### config.mk
export PLATFORM = sky130hd
export DESIGN_NAME = square_calculator_flat
export DESIGN_NICKNAME = d
export VERILOG_FILES = /design/src/rtl/square_calculator_if.sv /design/src/rtl/square_calculator.sv /design/src/flat_wrapper.sv
export SDC_FILE = /design/constraint.sdc
export NUM_CORES = 1
export LEC_CHECK = 0
export BUFFER_PORTS_ARGS = -buffer_cell sky130_fd_sc_hd__buf_2
export CORE_ASPECT_RATIO = 1.75
export CORE_MARGIN = 2
export CORE_UTILIZATION = 55
export CTS_CLUSTER_SIZE = 8
export DETAILED_ROUTE_END_ITERATION = 12
export PLACE_DENSITY = 0.75
export RECOVER_POWER = 25
export SYNTH_ARGS = -nofsm -noshare
export SYNTH_HDL_FRONTEND = slang
export SYNTH_SLANG_ARGS = --single-unit
### constraint.sdc
create_clock -name clk -period 3.5 [get_ports clk]
set_input_delay 0.175 -clock clk [delete_from_list [all_inputs] [get_ports clk]]
set_output_delay 0.175 -clock clk [all_outputs]
set_load 0.02 [all_outputs]
### src/rtl/square_calculator_if.sv
// Request/result bundle for square_calculator: the requester drives start/in,
// the calculator returns out with done/error/busy status.
interface square_calculator_if #(
  parameter int unsigned IN_W  = 8,
  parameter int unsigned OUT_W = 2 * IN_W
);
  logic             start;
  logic [IN_W-1:0]  in;
  logic [OUT_W-1:0] out;
  logic             error;
  logic             done;
  logic             busy;

  modport master (output start, in, input out, error, done, busy);
  modport slave  (input start, in, output out, error, done, busy);
endinterface

### src/rtl/square_calculator.sv
// Sequential shift-add squarer: out = in*in over IN_W CALC cycles.
// Optional SQUARE_EARLY_EXIT_EN ends CALC once the remaining multiplier is zero.
module square_calculator #(
  parameter int unsigned IN_W  = 8,
  parameter int unsigned OUT_W = 2 * IN_W
) (
  input logic               clk,
  input logic               rst,
  square_calculator_if.slave bus
);
  localparam int unsigned CNT_W = (IN_W > 2) ? $clog2(IN_W) : 1;

  if (OUT_W != 2 * IN_W) begin : g_bad_out_w
    $error("square_calculator: OUT_W must equal 2*IN_W");
  end
  if (IN_W < 2) begin : g_bad_in_w
    $error("square_calculator: IN_W must be at least 2");
  end

  typedef enum logic [1:0] {IDLE, CALC, DONE} state_t;

  state_t           state;
  logic [OUT_W-1:0] a;
  logic [OUT_W-1:0] acc;
  logic [IN_W-1:0]  b;
  logic [CNT_W-1:0] cnt;

  logic [OUT_W-1:0] acc_next;
  logic [IN_W-1:0]  b_shift;
  logic             last;

  // One shift-add step and the exit condition for the current CALC cycle.
  always_comb begin
    acc_next = acc;
    b_shift  = b >> 1;
    last     = (cnt == CNT_W'(IN_W - 1));
    if (b[0]) begin
      acc_next = acc + (a << cnt);
    end
`ifdef SQUARE_EARLY_EXIT_EN
    if (b_shift == '0) begin
      last = 1'b1;
    end
`endif
  end

  always_ff @(posedge clk or negedge rst) begin
    if (!rst) begin
      state     <= IDLE;
      a         <= '0;
      acc       <= '0;
      b         <= '0;
      cnt       <= '0;
      bus.out   <= '0;
      bus.done  <= 1'b0;
      bus.error <= 1'b0;
      bus.busy  <= 1'b0;
    end else begin
      bus.done  <= 1'b0;
      bus.error <= 1'b0;
      case (state)
        // DONE accepts a new request exactly like IDLE so requests can chain.
        IDLE, DONE: begin
          if (bus.start) begin
            a        <= OUT_W'(bus.in);
            b        <= bus.in;
            acc      <= '0;
            cnt      <= '0;
            bus.busy <= 1'b1;
            state    <= CALC;
          end else begin
            bus.busy <= 1'b0;
            state    <= IDLE;
          end
        end
        CALC: begin
          bus.error <= bus.start;
          acc       <= acc_next;
          b         <= b_shift;
          cnt       <= cnt + CNT_W'(1);
          if (last) begin
            bus.out  <= acc_next;
            bus.done <= 1'b1;
            bus.busy <= 1'b0;
            state    <= DONE;
          end
        end
        default: begin
          bus.busy <= 1'b0;
          state    <= IDLE;
        end
      endcase
    end
  end
endmodule

### src/flat_wrapper.sv
// flat-port wrapper written by rule: the top's interface ports become plain ports
module square_calculator_flat 
#(
  parameter int unsigned IN_W  = 8,
  parameter int unsigned OUT_W = 2 * IN_W
)
  (clk, rst, bus_start, bus_in, bus_out, bus_error, bus_done, bus_busy);
  square_calculator_if #(.IN_W(IN_W), .OUT_W(OUT_W)) bus_i ();
  input logic clk;
  input logic rst;
  input wire logic [$bits(bus_i.start)-1:0] bus_start;
  input wire logic [$bits(bus_i.in)-1:0] bus_in;
  output wire logic [$bits(bus_i.out)-1:0] bus_out;
  output wire logic [$bits(bus_i.error)-1:0] bus_error;
  output wire logic [$bits(bus_i.done)-1:0] bus_done;
  output wire logic [$bits(bus_i.busy)-1:0] bus_busy;
  assign bus_i.start = bus_start;
  assign bus_i.in = bus_in;
  assign bus_out = bus_i.out;
  assign bus_error = bus_i.error;
  assign bus_done = bus_i.done;
  assign bus_busy = bus_i.busy;
  square_calculator #(.IN_W(IN_W), .OUT_W(OUT_W)) u_core (.clk(clk), .rst(rst), .bus(bus_i));
endmodule
==> flow_metrics.env, run 1 <==
export IMPL_postCtsSetupBuffers=0
export IMPL_ctsHoldBuffers=0
export IMPL_clock_root_buffer="clkbuf_8"
export IMPL_cts_htree_levels=2
export IMPL_clock_latency_ns=0.31
export IMPL_gp_congestion=0.8923
export IMPL_arrival_ns=3.46
export IMPL_total_leakage_power_uw=0.001803
export IMPL_vias_per_cell=5.702
export IMPL_swShare=0.4717
export IMPL_fin_setup_tns_ns=0
export IMPL_mostFrequentLayoutCells="nand2_1, dfrtp_1, o21ai_0"
export IMPL_p_int_uw=2053
export IMPL_pwr_share_comb=0.600
export IMPL_ys_top_cells_by_area="dfrtp_1, nand2_1, ha_1"
export IMPL_synth_area_per_cell_um2=9.132
export IMPL_final_nets=414
export IMPL_core_area_um2=5879
export IMPL_async_flop_share=1.000
export IMPL_fillCellCount=552
export IMPL_hold_viol=0
export IMPL_switchingPower_uw=1833
export IMPL_setup_slack_ns=0.2425
export IMPL_criticalPathCategory="reg2reg"
export IMPL_status="complete, but fails checks"
export IMPL_ys_seq_area_frac=0.4095
export IMPL_crit_required_ns=3.70
export IMPL_cts_resized_gates=0
export IMPL_ys_ff_latch=55
export IMPL_routed_top_layer="met4"
export IMPL_path_clk_slew_ns=0.09
export IMPL_dieArea_um2=6777
export IMPL_fin_crit_sh=0.9307
export IMPL_wl_per_cell_um=15.66
export IMPL_insertedDiodeCount=0
export IMPL_place_ws_ns=0.2698
export IMPL_synth_top_flop_cell="dfrtp_1"
export IMPL_clkSinkCount=55
export IMPL_setup_viol=0
export IMPL_syn_cell_area_um2=3361
export IMPL_synth_edf_count=0
export IMPL_worst_ir_drop_vdd_uv=556.6
export IMPL_cp_max_fo=15
export IMPL_grt_overflow_total=0
export IMPL_ant_nets=0
export IMPL_routed_wl_mm=7.251
export IMPL_end_kind="flop"
export IMPL_start_util=0.5716
export IMPL_final_max_slew_viol_count=56
export IMPL_cts_inserted_buffers=5
export IMPL_cts_max_path_buffers=2
export IMPL_p_clk_frac=0.106
export IMPL_postSynthCellCount=368
export IMPL_pin_count=30
export IMPL_whs_ns=0.06857
export IMPL_grt_max_degree=56
export IMPL_vias=2640
export IMPL_area_growth_pct=8.154
export IMPL_setup_worst_path_start_class="flop"
export IMPL_fin_skew_ns=0.005886
export IMPL_dr_pass1_iters=4
export IMPL_drv_cap=1
export IMPL_numPortBuffers=29
export IMPL_tightest_slew_ns=2.829
export IMPL_syn_nets=397
export IMPL_layout_commonest_cell="nand2_1"
export IMPL_dp_final_hpwl_mm=5.387
export IMPL_rows=37
export IMPL_cts_tree="built"
export IMPL_first_global_vias=2612
export IMPL_dr_wl_met2_mm=3.973
export IMPL_hold_path_class="in2reg"
export IMPL_relSlewSlack=-0.8863
export IMPL_power_share_sequential=0.294
export IMPL_netlist_area_leader_share=0.4095
export IMPL_rsz0062_at_grt="false"
export IMPL_grt_pass1_wl_mm=12.47
export IMPL_met1Wirelength_mm=2.888
export IMPL_synth_largest_area_cell="dfrtp_1"
export IMPL_drive_gt1_frac=0.1558
export IMPL_power_density_nw_per_um2=1069
export IMPL_failed_checks="capacitance limit, slew limit"
export IMPL_die_h_um=107.4
export IMPL_dr_first_iter_drc_count=112
export IMPL_grt_use_total=0.2365
export IMPL_chipWidth_um=63.09
export IMPL_yosys_warnings=0
export IMPL_antenna_found_initial=0
export IMPL_drc_errors=0
export IMPL_wl_met3_um=220
export IMPL_period_minus_slack_ns=3.257
export IMPL_max_freq_ghz=0.3070
export IMPL_synth_cell_types=49
power groups by stage:
stage	sequential, µW	clock [µW]	combinational, µW
2_1_floorplan	1170	0	1780
3_3_place_gp	1140	0	2290
3_5_place_dp	1160	0	2330
4_1_cts	1140	421	2340
5_1_grt	1180	447	2590
6_report	1140	411	2330
layout make-up:
class,count,area [µm²],share of cell area
repair buffers,33,171.4,0.04716
clock inverters,1,30.03,0.008262
multi-input cells,282,1857,0.5108
well taps,78,97.59,0.02685
inverters,8,30.03,0.008262
clock buffers,6,72.57,0.01997
flip-flops and latches,55,1376,0.3787
metal layers:
layer,up-vias,GRT usage
li1,1335,-
met1,1240,0.2653
met2,53,0.4377
met3,12,0.03766
met4,0,0.09683
met5,-,0
logic make-up (layout without fill, tap and decap cells):
logic type	count (synthesis)	in the layout	share of synthesized area
AND/OR/NAND/NOR	134	134	0.1821
multiplexers	28	28	0.08898
AO/OA/AOI/OAI	88	88	0.1757
buffers and inverters	31	48	0.03797
XOR/XNOR	14	14	0.03648
flip-flops	55	55	0.4095
adder cells (fa/ha/maj)	18	18	0.06925
path summary, 6_finish.rpt:
| path | startpoint | endpoint | slack, ns | depth (start not counted) |
|---|---|---|---|---|
| max in group asynchronous | rst | u_core.acc[12]$_DFFE_PN0P_ | 1.04 | 2 |
| setup / recovery | u_core.cnt[1]$_DFFE_PN0P_ | u_core.bus.out[13]$_DFFE_PN0P_ | 0.24 | 12 |
| setup reg to reg | u_core.cnt[1]$_DFFE_PN0P_ | u_core.bus.out[13]$_DFFE_PN0P_ | 0.24 | 12 |
| hold reg to reg | u_core.bus.out[6]$_DFFE_PN0P_ | u_core.bus.out[6]$_DFFE_PN0P_ | 0.48 | 2 |
| min in group asynchronous | rst | u_core.bus.out[5]$_DFFE_PN0P_ | 0.86 | 2 |
| hold / removal | bus_in[3] | u_core.a[3]$_DFFE_PN0P_ | 0.07 | 3 |
critical path, stage by stage (launching register included):
cell and delay (ns):
dfrtp_1 0.68, mux2_2 0.40, nand2_1 0.06, o21ai_0 0.10
nor2_1 0.13, a21oi_1 0.08, ha_1 0.41, a21oi_1 0.19
o21ai_0 0.16, a221oi_2 0.30, xor2_1 0.24, mux2i_1 0.12
mux2_4 0.27
registers in the layout, indices dropped and copies added (netlist names):
name              cells
u_core.cnt            3
u_core.acc           16
u_core.bus.out       16
u_core.bus.error      1
u_core.bus.done       1
u_core.state          1
u_core.bus.busy       1
u_core.b              8
u_core.a              8
synthesized netlist by cell type (2+ instances only):
cell and count:
mux2_2 6, and2_1 4, nor2b_1 2, nor3_1 2, o21ai_1 2, nand2b_1 5
nand3_1 22, dfrtp_1 55, a21oi_1 15, mux2i_1 19, ha_1 17, and3_1 8
inv_1 7, nor2_1 10, a31oi_1 4, o21ai_0 31, xnor2_1 10, nor3b_1 3
o22ai_1 4, nand2_1 72, buf_2 3, nand3b_1 4, a31o_2 7, mux2_4 2
a211oi_1 2, xor2_1 4, clkbuf_1 19, a21o_1 8
through the flow:
step                        util  total power [µW]  std cells  area, µm²
after floorplan                -              2951        368       3361
after global placement    0.6014              3428        456       3536
after detailed placement  0.6014              3487        456       3536
after CTS                 0.6189              3904        463       3638
after global routing      0.6182              4221        463       3635
final                     0.6182              3885        463       3635
Power figures use the tool's default switching activity.
==> inputs of run 2 (changes only) <==
--- a/config.mk
+++ b/config.mk
@@ -11,6 +11,8 @@
 export CORE_UTILIZATION = 55
 export CTS_CLUSTER_SIZE = 8
 export DETAILED_ROUTE_END_ITERATION = 12
+export GPL_TIMING_DRIVEN = 0
+export MAX_ROUTING_LAYER = met4
 export PLACE_DENSITY = 0.75
 export RECOVER_POWER = 25
 export SYNTH_ARGS = -nofsm -noshare
==> run 2 against run 1 <==
Effect of this change:
- the flow now finishes without violations
- flip-flop and latch count unchanged
- global-route usage up 3.0 points
- clock power is 2% higher
- cell count rose by 4.3%
- largest cell class unchanged
- largest power group unchanged
==> flow_metrics.env, run 2 (synthesized netlist as in run 1, its figures left out) <==
export IMPL_status="finished clean"
export IMPL_path_common_cell="a31oi_1"
export IMPL_clock_root_buffer="clkbuf_8"
export IMPL_antenna_found_initial=0
export IMPL_mostFrequentLayoutCells="nand2_1, dfrtp_1, o21ai_0"
export IMPL_grt_util_met1=0.2859
export IMPL_dr_first_iter_drc_count=123
export IMPL_pin_count=30
export IMPL_hold_path_class="in2reg"
export IMPL_max_freq_ghz=0.2994
export IMPL_cp_cell_sequence="clkbuf_1, buf_2, mux2i_1, o21ai_0, and2_1, ha_1, a21o_2, a31oi_1, o21bai_2, a31oi_1, mux2_2, nand2_1"
export IMPL_max_stage_delay_ns=0.38
export IMPL_grtUsageMet3=0.03870
export IMPL_multi_input_area_um2=1857
export IMPL_power_share_sequential=0.270
export IMPL_vias_per_cell=5.716
export IMPL_ant_nets=0
export IMPL_clock_latency_ns=0.33
export IMPL_final_nets=434
export IMPL_globalRoute_busiestLayer="met2"
export IMPL_swShare=0.4783
export IMPL_drc_errors=0
export IMPL_dieArea_um2=6777
export IMPL_finalInstanceArea_um2=3715
export IMPL_area_growth_pct=10.54
export IMPL_cts_max_path_buffers=2
export IMPL_final_max_slew_viol_count=0
export IMPL_insertedDiodeCount=0
export IMPL_rsz0062_at_grt="false"
export IMPL_die_h_um=107.4
export IMPL_dr_pass1_iters=4
export IMPL_placed_area_um2=3603
export IMPL_rows=37
export IMPL_grt_overflow_total=0
export IMPL_p_int_uw=2094
export IMPL_fillCellCount=524
export IMPL_cts_tree="built"
export IMPL_start_util=0.5716
export IMPL_period_minus_slack_ns=3.340
export IMPL_fin_setup_tns_ns=0
export IMPL_use_met2=0.4696
export IMPL_grt_pass1_wl_mm=13.46
export IMPL_crit_required_ns=3.76
export IMPL_hold_viol=0
export IMPL_dp_final_hpwl_mm=6.221
export IMPL_grt_max_degree=56
export IMPL_fin_skew_ns=0.01149
export IMPL_power_density_nw_per_um2=1081
export IMPL_rr_worst_depth=12
export IMPL_arrival_ns=3.60
export IMPL_core_area_um2=5879
export IMPL_cts_htree_levels=2
export IMPL_cp_max_fo=10
export IMPL_gp_congestion=0.9088
export IMPL_setup_viol=0
export IMPL_largest_registers="u_core.acc: 16 flops, u_core.bus.out: 16 flops"
export IMPL_switchingPower_uw=1920
export IMPL_fin_crit_sh=0.9542
export IMPL_total_leakage_power_uw=0.001830
export IMPL_first_global_vias=2776
export IMPL_end_kind="flop"
export IMPL_path_clk_slew_ns=0.09
export IMPL_layout_commonest_cell="nand2_1"
export IMPL_numPortBuffers=29
export IMPL_cts_inserted_buffers=5
export IMPL_criticalPathCategory="reg2reg"
export IMPL_grt_use_total=0.2670
export IMPL_clkSinkCount=55
export IMPL_drive_gt1_frac=0.1481
export IMPL_drv_cap=0
export IMPL_worstHoldPathCells=3
export IMPL_relSlewSlack=0.08137
export IMPL_routed_wl_mm=8.147
export IMPL_seq_area_um2=1376
export IMPL_tightest_slew_ns=1.378
export IMPL_chipWidth_um=63.09
export IMPL_postCtsSetupBuffers=0
export IMPL_worst_ir_drop_vdd_uv=530.7
export IMPL_pwr_share_comb=0.625
export IMPL_vias=2761
export IMPL_slowest_stage="mux2_2"
export IMPL_wl_per_cell_um=16.87
export IMPL_setup_worst_path_start_class="flop"
export IMPL_p_clk_frac=0.104
[run 2: worst max-delay path, delay by kind of cell, from the launching register on]
family	cells	cell delay, ns
buf+inv	2	0.53
simple gates	2	0.26
fa+ha+maj	1	0.34
compound gates	5	1.19
flops	1	0.35
mux	2	0.62
[run 2: timing repair]
| item | 4_1_cts | 5_1_grt |
|---|---|---|
| hold buffers | 0 | 1 |
| endpoints found under the hold margin | 0 | 55 |
| endpoints found under the setup margin | 0 | 6 |
| resized for setup | 0 | 2 |
[run 2: final timing paths]
check	startpoint	endpoint	slack [ns]
min in group asynchronous	rst	u_core.bus.out[2]$_DFFE_PN0P_	0.67
worst min register to register	u_core.bus.out[8]$_DFFE_PN0P_	u_core.bus.out[8]$_DFFE_PN0P_	0.48
worst max-delay path	u_core.cnt[1]$_DFFE_PN0P_	u_core.bus.out[10]$_DFFE_PN0P_	0.16
max in group asynchronous	rst	u_core.acc[11]$_DFFE_PN0P_	1.97
worst min-delay path	bus_in[5]	u_core.a[5]$_DFFE_PN0P_	0.06
worst max register to register	u_core.cnt[1]$_DFFE_PN0P_	u_core.bus.out[10]$_DFFE_PN0P_	0.16
[run 2: power by group through the flow]
stage | Clock [µW] | Sequential, µW | Combinational, µW
finish | 419 | 1080 | 2510
global route | 447 | 1120 | 2780
CTS | 425 | 1080 | 2510
detailed placement | 0 | 1100 | 2490
global placement | 0 | 1080 | 2430
floorplan | 0 | 1170 | 1780
[run 2: metal layers]
| metal | up-vias | share of wire |
|---|---|---|
| li1 | 1370 | - |
| met1 | 1327 | 0.40 |
| met2 | 50 | 0.54 |
| met3 | 14 | 0.028 |
| met4 | 0 | 0.038 |
| met5 | - | 0 |
[run 2: metrics by stage]
step	total power, µW	std cells	setup WS [ns]	hold slack [ns]	utilization
2_1_floorplan	2951	368	0.5873	-0.1206	-
3_3_place_gp	3510	475	0.2083	0.3860	0.6129
3_5_place_dp	3588	475	0.1410	0.3933	0.6129
4_1_cts	4014	482	0.1061	0.05481	0.6303
5_1_grt	4344	483	0.007394	0.06570	0.6318
6_report	4014	483	0.1601	0.05567	0.6318
[run 2: area by class of cell]
| cell class | instances | share of cell area |
|---|---|---|
| plain buffers | 23 | 0.02661 |
| repair buffers | 30 | 0.04109 |
| flip-flops and latches | 55 | 0.3705 |
| well taps | 78 | 0.02627 |
| inverters | 8 | 0.008084 |
| clock inverters | 1 | 0.008084 |
| multi-input cells | 282 | 0.4998 |
| clock buffers | 6 | 0.01954 |
